File: src/rtl/cpu_sequencer.sv
// Multi-cycle FETCH/DECODE/EXEC/MEM/WB control sequencer for the MIPS-subset datapath.
// Optional retired-instruction counter: define CPU_SEQ_PERF_CNT_EN.
module cpu_sequencer (
  input  logic        clk,
  input  logic        reset,
  input  logic        run,
  input  logic [5:0]  op_code,
  input  logic [5:0]  func,
  input  logic        alu_zero,
  input  logic        mem_ready,
  output logic        pc_we,
  output logic [1:0]  pc_src,
  output logic        ir_we,
  output logic        reg_we,
  output logic [1:0]  reg_dst,
  output logic [1:0]  wb_sel,
  output logic        alu_src_b,
  output logic [2:0]  alu_op,
  output logic        mem_re,
  output logic        mem_we,
  output logic        retire,
  output logic        halted,
  output logic [31:0] instr_count
);

  localparam int unsigned OP_W  = 6;
  localparam int unsigned CNT_W = 32;

  localparam logic [OP_W-1:0] OP_RTYPE = 6'h00;
  localparam logic [OP_W-1:0] OP_J     = 6'h02;
  localparam logic [OP_W-1:0] OP_JAL   = 6'h03;
  localparam logic [OP_W-1:0] OP_BNE   = 6'h05;
  localparam logic [OP_W-1:0] OP_ADDI  = 6'h08;
  localparam logic [OP_W-1:0] OP_XORI  = 6'h0E;
  localparam logic [OP_W-1:0] OP_LW    = 6'h23;
  localparam logic [OP_W-1:0] OP_SW    = 6'h2B;

  localparam logic [OP_W-1:0] FN_JR    = 6'h08;
  localparam logic [OP_W-1:0] FN_ADD   = 6'h20;
  localparam logic [OP_W-1:0] FN_SUB   = 6'h22;
  localparam logic [OP_W-1:0] FN_SLT   = 6'h2A;

  localparam logic [2:0] ALU_ADD = 3'd0;
  localparam logic [2:0] ALU_SUB = 3'd1;
  localparam logic [2:0] ALU_XOR = 3'd2;
  localparam logic [2:0] ALU_SLT = 3'd3;

  localparam logic [1:0] PC_SEQ    = 2'd0;
  localparam logic [1:0] PC_BRANCH = 2'd1;
  localparam logic [1:0] PC_JUMP   = 2'd2;
  localparam logic [1:0] PC_REG    = 2'd3;

  localparam logic [1:0] DST_RT  = 2'd0;
  localparam logic [1:0] DST_RD  = 2'd1;
  localparam logic [1:0] DST_R31 = 2'd2;

  localparam logic [1:0] WB_ALU = 2'd0;
  localparam logic [1:0] WB_MEM = 2'd1;
  localparam logic [1:0] WB_PC4 = 2'd2;

  typedef enum logic [2:0] {
    S_IDLE   = 3'd0,
    S_FETCH  = 3'd1,
    S_DECODE = 3'd2,
    S_EXEC   = 3'd3,
    S_MEM    = 3'd4,
    S_WB     = 3'd5,
    S_HALT   = 3'd6
  } state_t;

  state_t r_state;
  state_t w_next_state;

  // Instruction classification from the IR fields
  logic w_is_r, w_is_add, w_is_sub, w_is_slt, w_is_jr, w_is_alu_r;
  logic w_is_j, w_is_jal, w_is_bne, w_is_addi, w_is_xori, w_is_lw, w_is_sw;
  logic w_is_legal, w_is_imm;
  logic [2:0] w_exec_alu_op;

  assign w_is_r     = (op_code == OP_RTYPE);
  assign w_is_add   = w_is_r && (func == FN_ADD);
  assign w_is_sub   = w_is_r && (func == FN_SUB);
  assign w_is_slt   = w_is_r && (func == FN_SLT);
  assign w_is_jr    = w_is_r && (func == FN_JR);
  assign w_is_alu_r = w_is_add || w_is_sub || w_is_slt;
  assign w_is_j     = (op_code == OP_J);
  assign w_is_jal   = (op_code == OP_JAL);
  assign w_is_bne   = (op_code == OP_BNE);
  assign w_is_addi  = (op_code == OP_ADDI);
  assign w_is_xori  = (op_code == OP_XORI);
  assign w_is_lw    = (op_code == OP_LW);
  assign w_is_sw    = (op_code == OP_SW);
  assign w_is_imm   = w_is_addi || w_is_xori || w_is_lw || w_is_sw;
  assign w_is_legal = w_is_alu_r || w_is_jr || w_is_j || w_is_jal || w_is_bne
                   || w_is_addi || w_is_xori || w_is_lw || w_is_sw;

  always_comb begin
    w_exec_alu_op = ALU_ADD;
    if (w_is_sub || w_is_bne) w_exec_alu_op = ALU_SUB;
    else if (w_is_slt)        w_exec_alu_op = ALU_SLT;
    else if (w_is_xori)       w_exec_alu_op = ALU_XOR;
  end

  // State register
  always_ff @(posedge clk) begin
    if (reset) r_state <= S_IDLE;
    else       r_state <= w_next_state;
  end

  // Next-state logic
  always_comb begin
    w_next_state = r_state;
    case (r_state)
      S_IDLE:   if (run) w_next_state = S_FETCH;
      S_FETCH:  w_next_state = S_DECODE;
      S_DECODE: begin
        if (!w_is_legal)                         w_next_state = S_HALT;
        else if (w_is_j || w_is_jal || w_is_jr)  w_next_state = S_FETCH;
        else                                     w_next_state = S_EXEC;
      end
      S_EXEC: begin
        if (w_is_lw || w_is_sw) w_next_state = S_MEM;
        else if (w_is_bne)      w_next_state = S_FETCH;
        else                    w_next_state = S_WB;
      end
      S_MEM:    if (mem_ready) w_next_state = w_is_lw ? S_WB : S_FETCH;
      S_WB:     w_next_state = S_FETCH;
      S_HALT:   w_next_state = S_HALT;
      default:  w_next_state = S_IDLE;
    endcase
  end

  // Output decode; reset forces every output low in the same cycle
  always_comb begin
    pc_we     = 1'b0;
    pc_src    = PC_SEQ;
    ir_we     = 1'b0;
    reg_we    = 1'b0;
    reg_dst   = DST_RT;
    wb_sel    = WB_ALU;
    alu_src_b = 1'b0;
    alu_op    = ALU_ADD;
    mem_re    = 1'b0;
    mem_we    = 1'b0;
    retire    = 1'b0;
    halted    = 1'b0;
    if (!reset) begin
      case (r_state)
        S_FETCH: begin
          ir_we = 1'b1;
          pc_we = 1'b1;
        end
        S_DECODE: begin
          if (w_is_j || w_is_jal) begin
            pc_we  = 1'b1;
            pc_src = PC_JUMP;
            retire = 1'b1;
          end
          if (w_is_jal) begin
            reg_we  = 1'b1;
            reg_dst = DST_R31;
            wb_sel  = WB_PC4;
          end
          if (w_is_jr) begin
            pc_we  = 1'b1;
            pc_src = PC_REG;
            retire = 1'b1;
          end
        end
        S_EXEC: begin
          alu_op    = w_exec_alu_op;
          alu_src_b = w_is_imm;
          if (w_is_bne) begin
            retire = 1'b1;
            if (!alu_zero) begin
              pc_we  = 1'b1;
              pc_src = PC_BRANCH;
            end
          end
        end
        S_MEM: begin
          alu_op    = ALU_ADD;
          alu_src_b = 1'b1;
          mem_re    = w_is_lw;
          mem_we    = w_is_sw;
          retire    = w_is_sw && mem_ready;
        end
        S_WB: begin
          reg_we  = 1'b1;
          retire  = 1'b1;
          reg_dst = w_is_alu_r ? DST_RD : DST_RT;
          wb_sel  = w_is_lw ? WB_MEM : WB_ALU;
        end
        S_HALT:  halted = 1'b1;
        default: ;
      endcase
    end
  end

`ifdef CPU_SEQ_PERF_CNT_EN
  logic [CNT_W-1:0] r_instr_count;

  // Retired-instruction counter, wraps naturally at 2^32
  always_ff @(posedge clk) begin
    if (reset)       r_instr_count <= '0;
    else if (retire) r_instr_count <= r_instr_count + CNT_W'(1);
  end

  assign instr_count = reset ? '0 : r_instr_count;
`else
  assign instr_count = '0;
`endif

endmodule

File: config.mk
export PLATFORM = sky130hd
export DESIGN_NAME = cpu_sequencer
export DESIGN_NICKNAME = d
export VERILOG_FILES = /design/src/rtl/cpu_sequencer.sv
export SDC_FILE = /design/constraint.sdc
export NUM_CORES = 1
export LEC_CHECK = 0
export ABC_AREA = 1
export BUFFER_PORTS_ARGS = -buffer_cell sky130_fd_sc_hd__buf_2
export CORE_MARGIN = 3
export CORE_UTILIZATION = 41
export DETAILED_ROUTE_END_ITERATION = 16
export GPL_ROUTABILITY_DRIVEN = 0
export HOLD_SLACK_MARGIN = 0.03
export MAX_ROUTING_LAYER = met4
export PLACE_DENSITY = 0.81
export SLEW_MARGIN = 10
export SYNTH_ARGS = -nofsm -noshare
export SYNTH_HDL_FRONTEND = slang
export SYNTH_SLANG_ARGS = --single-unit
export TNS_END_PERCENT = 5
File: constraint.sdc
create_clock -name clk -period 1.8 [get_ports clk]
set_input_delay 0.27 -clock clk [delete_from_list [all_inputs] [get_ports clk]]
set_output_delay 0.27 -clock clk [all_outputs]
set_load 0.005 [all_outputs]
== Yosys cells after proc, flatten, opt, wreduce, memory -nomap -nowiden ==
Cells that the tools add are included.
Storage, ports and cells
  register bits after elaboration: 3
  bits of input ports: 17
  output and inout bits: 49
  word-level logic and storage cells: 93
Operators by class
  equal/unequal tests: 19
  multiplexer cells: 48
  reduce and logical (&&, ||, !) cells: 25
Operator list (number)
  equality test 6 bit, second input constant: 5
  2-to-1 mux 3 bit: 8
  2-to-1 mux 1 bit: 22
  case mux 3 bit (7 select lines): 1
  2-to-1 mux 2 bit: 10
  equality test 6 x 4 -> 1 bit, second input constant: 3
  logical OR 1 bit: 17
  equality test 6 x 2 -> 1 bit, second input constant: 2
  case mux 2 bit (2 select lines): 3
  equality test 3 bit, second input constant: 3
  equality test 3 x 2 -> 1 bit, second input constant: 2
  equality test 6 x 3 -> 1 bit, second input constant: 1
  logical NOT 6 bit: 1
  logical AND 1 bit: 5
  inequality test 2 bit, second input constant: 2
  case mux 1 bit (2 select lines): 2
  case mux 1 bit (4 select lines): 1
  equality test 3 x 1 -> 1 bit, second input constant: 1
  logical NOT 3 bit: 1
  case mux 1 bit (3 select lines): 1
  AND reduction 2 bit: 1

== Depth between registers and ports, before layout ==
  word-level depth: 14
  depth in mapped cells: 10

== Worst setup path after synthesis ==
Ideal clock, no wire load.
  kind: register to output
  start: register r_state[2]
  end: output port pc_we
  data arrival time: 1.212 ns
  required time: 1.530 ns
  path slack: 0.318 ns
  stages on the path, launching flop included: 6
  path buffers: 0
  cell sequence: dfxtp_1 > inv_2 > ha_1 > nand3_1 > a21oi_2 > or3_1
On the way
  longest elaborated chain between the ends: 3
  elaborated cells between the ends (all ways): 5
  classes of those cells: 3 x eq/ne; 2 x mux
Ends and longest elaborated chain
  start, declared: RTL line 71  | state_t r_state;
  start signal, assigned: RTL line 107  | else r_state <= w_next_state;
  equality test 3 x 2 -> 1 bit / equality test 3 x 1 -> 1 bit (equally long branches): RTL line 148  | case (r_state)
  case mux 1 bit (3 select lines) (*): RTL line 148
  2-to-1 mux 1 bit (*): RTL line 147  | if (!reset) begin
  end, declared: RTL line 11  | output logic pc_we,
Mark *: on every way between the ends. The rest lies on a longest branch, timed or not.

== Worst setup path in the final report ==
  start: register r_state[0]
  end: output port retire
On the way
  longest elaborated chain between the ends: 3
  elaborated cells between the ends (all ways): 6
  classes of those cells: 4 x eq/ne; 2 x mux
Ends and longest elaborated chain
  equality test 3 bit / equality test 3 x 2 -> 1 bit (equally long branches): RTL line 148
  case mux 1 bit (4 select lines) (*): RTL line 148
  2-to-1 mux 1 bit (*): RTL line 147
  end, declared: RTL line 21  | output logic retire,
Marks and branches as above.

==> results.sh <==
export IMPL_r2r_cells=10
export IMPL_arrival_ns=1.52
export IMPL_p_total_w=0.000759
export IMPL_dpl_cell_area_um2=967
export IMPL_finalNetCount=210
export IMPL_initial_core_util_pct=44.4
export IMPL_design_core_area_mm2=0.00202
export IMPL_drv_cap=0
export IMPL_power_leakage_nw=0.602
export IMPL_fin_skew_ns=0.00312
export IMPL_p_per_area_mw_per_mm2=710
export IMPL_min_period_over_period_pct=99.6
export IMPL_reg2reg_to="r_state[2]"
export IMPL_crit_path_end="retire"
export IMPL_htreeDepth=1
export IMPL_grt_antenna_before_repair=0
export IMPL_min_period_ns=1.79
export IMPL_drt_total_wl_um=2180
export IMPL_switching_share_pct=51.0
export IMPL_worstPathMaxFanout=5
export IMPL_cts_max_path_buffers=2
export IMPL_wl_per_cell_um=9.99
export IMPL_hold_violations=0
export IMPL_dp_hpwl_um=1840
export IMPL_grt_pass1_wl_um=3250
export IMPL_cts_tree="built"
export IMPL_p_clk_share_pct=15.3
export IMPL_remaining_drc_errors=0
export IMPL_power_internal_w=0.000371
export IMPL_setup_viol=0
export IMPL_design_area_mm2=0.00107
export IMPL_yosysUniqueCellTypes=28
export IMPL_vias=1002
export IMPL_p_comb_share_pct=60.9
export IMPL_largest_reg_flops=3
export IMPL_p_seq_share_pct=23.8
export IMPL_power_switching_w=0.000387
export IMPL_critPathLaunch="r_state[0]"
export IMPL_ios=66
export IMPL_finalMaxSlewViolations=0
export IMPL_outcome="completed"
export IMPL_globalRouteTotalUtil_pct=15.5
export IMPL_io_buffers=32
export IMPL_whs_ns=0.355
export IMPL_finalSetupTns_ns=0
export IMPL_clock_latency_ns=0.23
export IMPL_cts_made_buffers=3
export IMPL_grt_max_degree=7
export IMPL_peakVddDrop_v=0.000482
export IMPL_die_area_mm2=0.00279
export IMPL_fp_dieW_um=52.8
export IMPL_syn_area_um2=898
export IMPL_die_y_um=52.8
export IMPL_regMostFlops="r_state"
export IMPL_crit_required_ns=1.53
export IMPL_diodes=0
export IMPL_worstHoldPathType="primary input to flop"
export IMPL_overflow=0
export IMPL_syn_inst=154
export IMPL_synth_seq_area_share_pct=6.69
export IMPL_fmax_mhz=558
export IMPL_path_clk_slew_ns=0.03
export IMPL_row_count=16
export IMPL_drt_pass1_iter_count=4
export IMPL_startpoint_type="flop"
export IMPL_r2r_start="r_state[1]"
export IMPL_criticalPathCategory="flop to output pin"
export IMPL_drtIter0Drc=20
export IMPL_ant_nets=0
export IMPL_area_delta_synth_final_pct=18.9
export IMPL_synth_seq_cells=3
export IMPL_rsz0062_at_grt="true"
export IMPL_drive_gt1_share_pct=37.7
export IMPL_cts_root_buf="clkbuf_4"
export IMPL_cts_sinks=3
export IMPL_reg_largest_list="r_state: 3 flops"
export IMPL_r2r_slack_ns=0.52
export IMPL_yosys_warnings=0
export IMPL_holdBufCountCts=0
export IMPL_end_kind="output pin"
export IMPL_grt_pass1_vias=795
export IMPL_via_per_inst=4.60
export IMPL_syn_avg_cell_area_um2=5.83
stage by stage:
stage | utilization (%) | instances | worst slack [ns]
2_1_floorplan | - | 186 | 0.318
3_3_place_gp | 47.8 | 212 | 0.105
3_5_place_dp | 47.8 | 212 | 0.0833
4_1_cts | 49.6 | 216 | -0.0137
5_1_grt | 52.8 | 218 | -0.0942
6_report | 52.8 | 218 | 0.00740
critical path, stage by stage, from the launching register on:
cell and delay (ns):
dfxtp_4 0.37, inv_4 0.06, nor3_4 0.19, nand4_1 0.21, a311oi_2 0.32, buf_2 0.15
cell families (layout without fill, tap and decap cells):
logic type	Yosys count	count (layout)	share of synthesized area (%)
compound gates	16	16	11.3
fa+ha+maj	1	1	1.39
buf+inv	59	64	39.0
flops	3	3	6.69
other cells	1	33	0.417
simple gates	74	74	41.2
worst min path at each step:
| stage | depth (start not counted) | slack (ns) | from | end |
|---|---|---|---|---|
| floorplan | 3 | 0.47 | mem_ready | r_state[2] |
| global placement | 4 | 0.59 | mem_ready | r_state[2] |
| detailed placement | 4 | 0.59 | mem_ready | r_state[2] |
| CTS | 4 | 0.34 | mem_ready | r_state[2] |
| global route | 4 | 0.37 | mem_ready | r_state[2] |
| finish | 4 | 0.36 | mem_ready | r_state[2] |
power by group through the flow:
stage | combinational [W] | clock (W) | sequential, W
final | 0.000462 | 0.000116 | 0.000180
after global placement | 0.000378 | 0 | 0.000141
after global routing | 0.000516 | 0.000136 | 0.000187
after detailed placement | 0.000383 | 0 | 0.000142
after CTS | 0.000392 | 0.000122 | 0.000150
after floorplan | 0.000340 | 0 | 0.000132
Yosys cell counts (all sizes together):
cell	n	share of area, %
buf	35	29
nor2	27	14
inv	24	10
nand2	24	12
nand3	11	6.7
a21oi	8	4.9
nand4	5	3.5
nor3	5	3.9
o21ai	4	2.2
dfxtp	3	6.7
a311oi	1	1.7
a31oi	1	0.70
conb	1	0.42
ha	1	1.4
nor4	1	0.70
o31ai	1	0.84
o32ai	1	0.98
or3	1	0.70
layer usage:
metal	share of wire (%)	up-vias	track usage (%)
li1	-	500	-
met1	43	451	19.8
met2	48	51	25.4
met3	8.9	0	3.99
met4	0	0	1.70
met5	0	-	-
placed cells by master, fill, tap and decap left out:
master     n
a21oi_1    7
a21oi_2    1
a311oi_2   1
a31oi_1    1
buf_2     32
buf_4      4
clkbuf_1   1
clkbuf_4   3
conb_1    33
dfxtp_4    3
ha_1       1
inv_1     15
inv_2      7
inv_4      1
inv_6      1
nand2_1   20
nand2_2    2
nand2_4    2
nand3_1    8
nand3_2    3
nand4_1    5
nor2_1    19
nor2_2     5
nor2_4     3
nor3_1     1
nor3_2     3
nor3_4     1
nor4_1     1
o21ai_0    2
o21ai_1    2
o31ai_1    1
o32ai_1    1
or3_1      1
area by class of cell:
class / count / area, µm²
fillers: 226 / 953
multi-input cells: 124 / 649
repair buffers: 36 / 190
inverters: 24 / 97.6
flip-flops and latches: 3 / 71.3
well taps: 27 / 33.8
clock buffers: 4 / 26.3
repair_timing:
| item | 4_1_cts | 5_1_grt |
|---|---|---|
| setup buffers | 0 | 2 |
| setup endpoints to repair | 3 | 4 |
| gates resized for setup | 4 | 14 |
| pin swaps | 2 | 5 |
No activity file was read; power rests on OpenSTA's default activity.
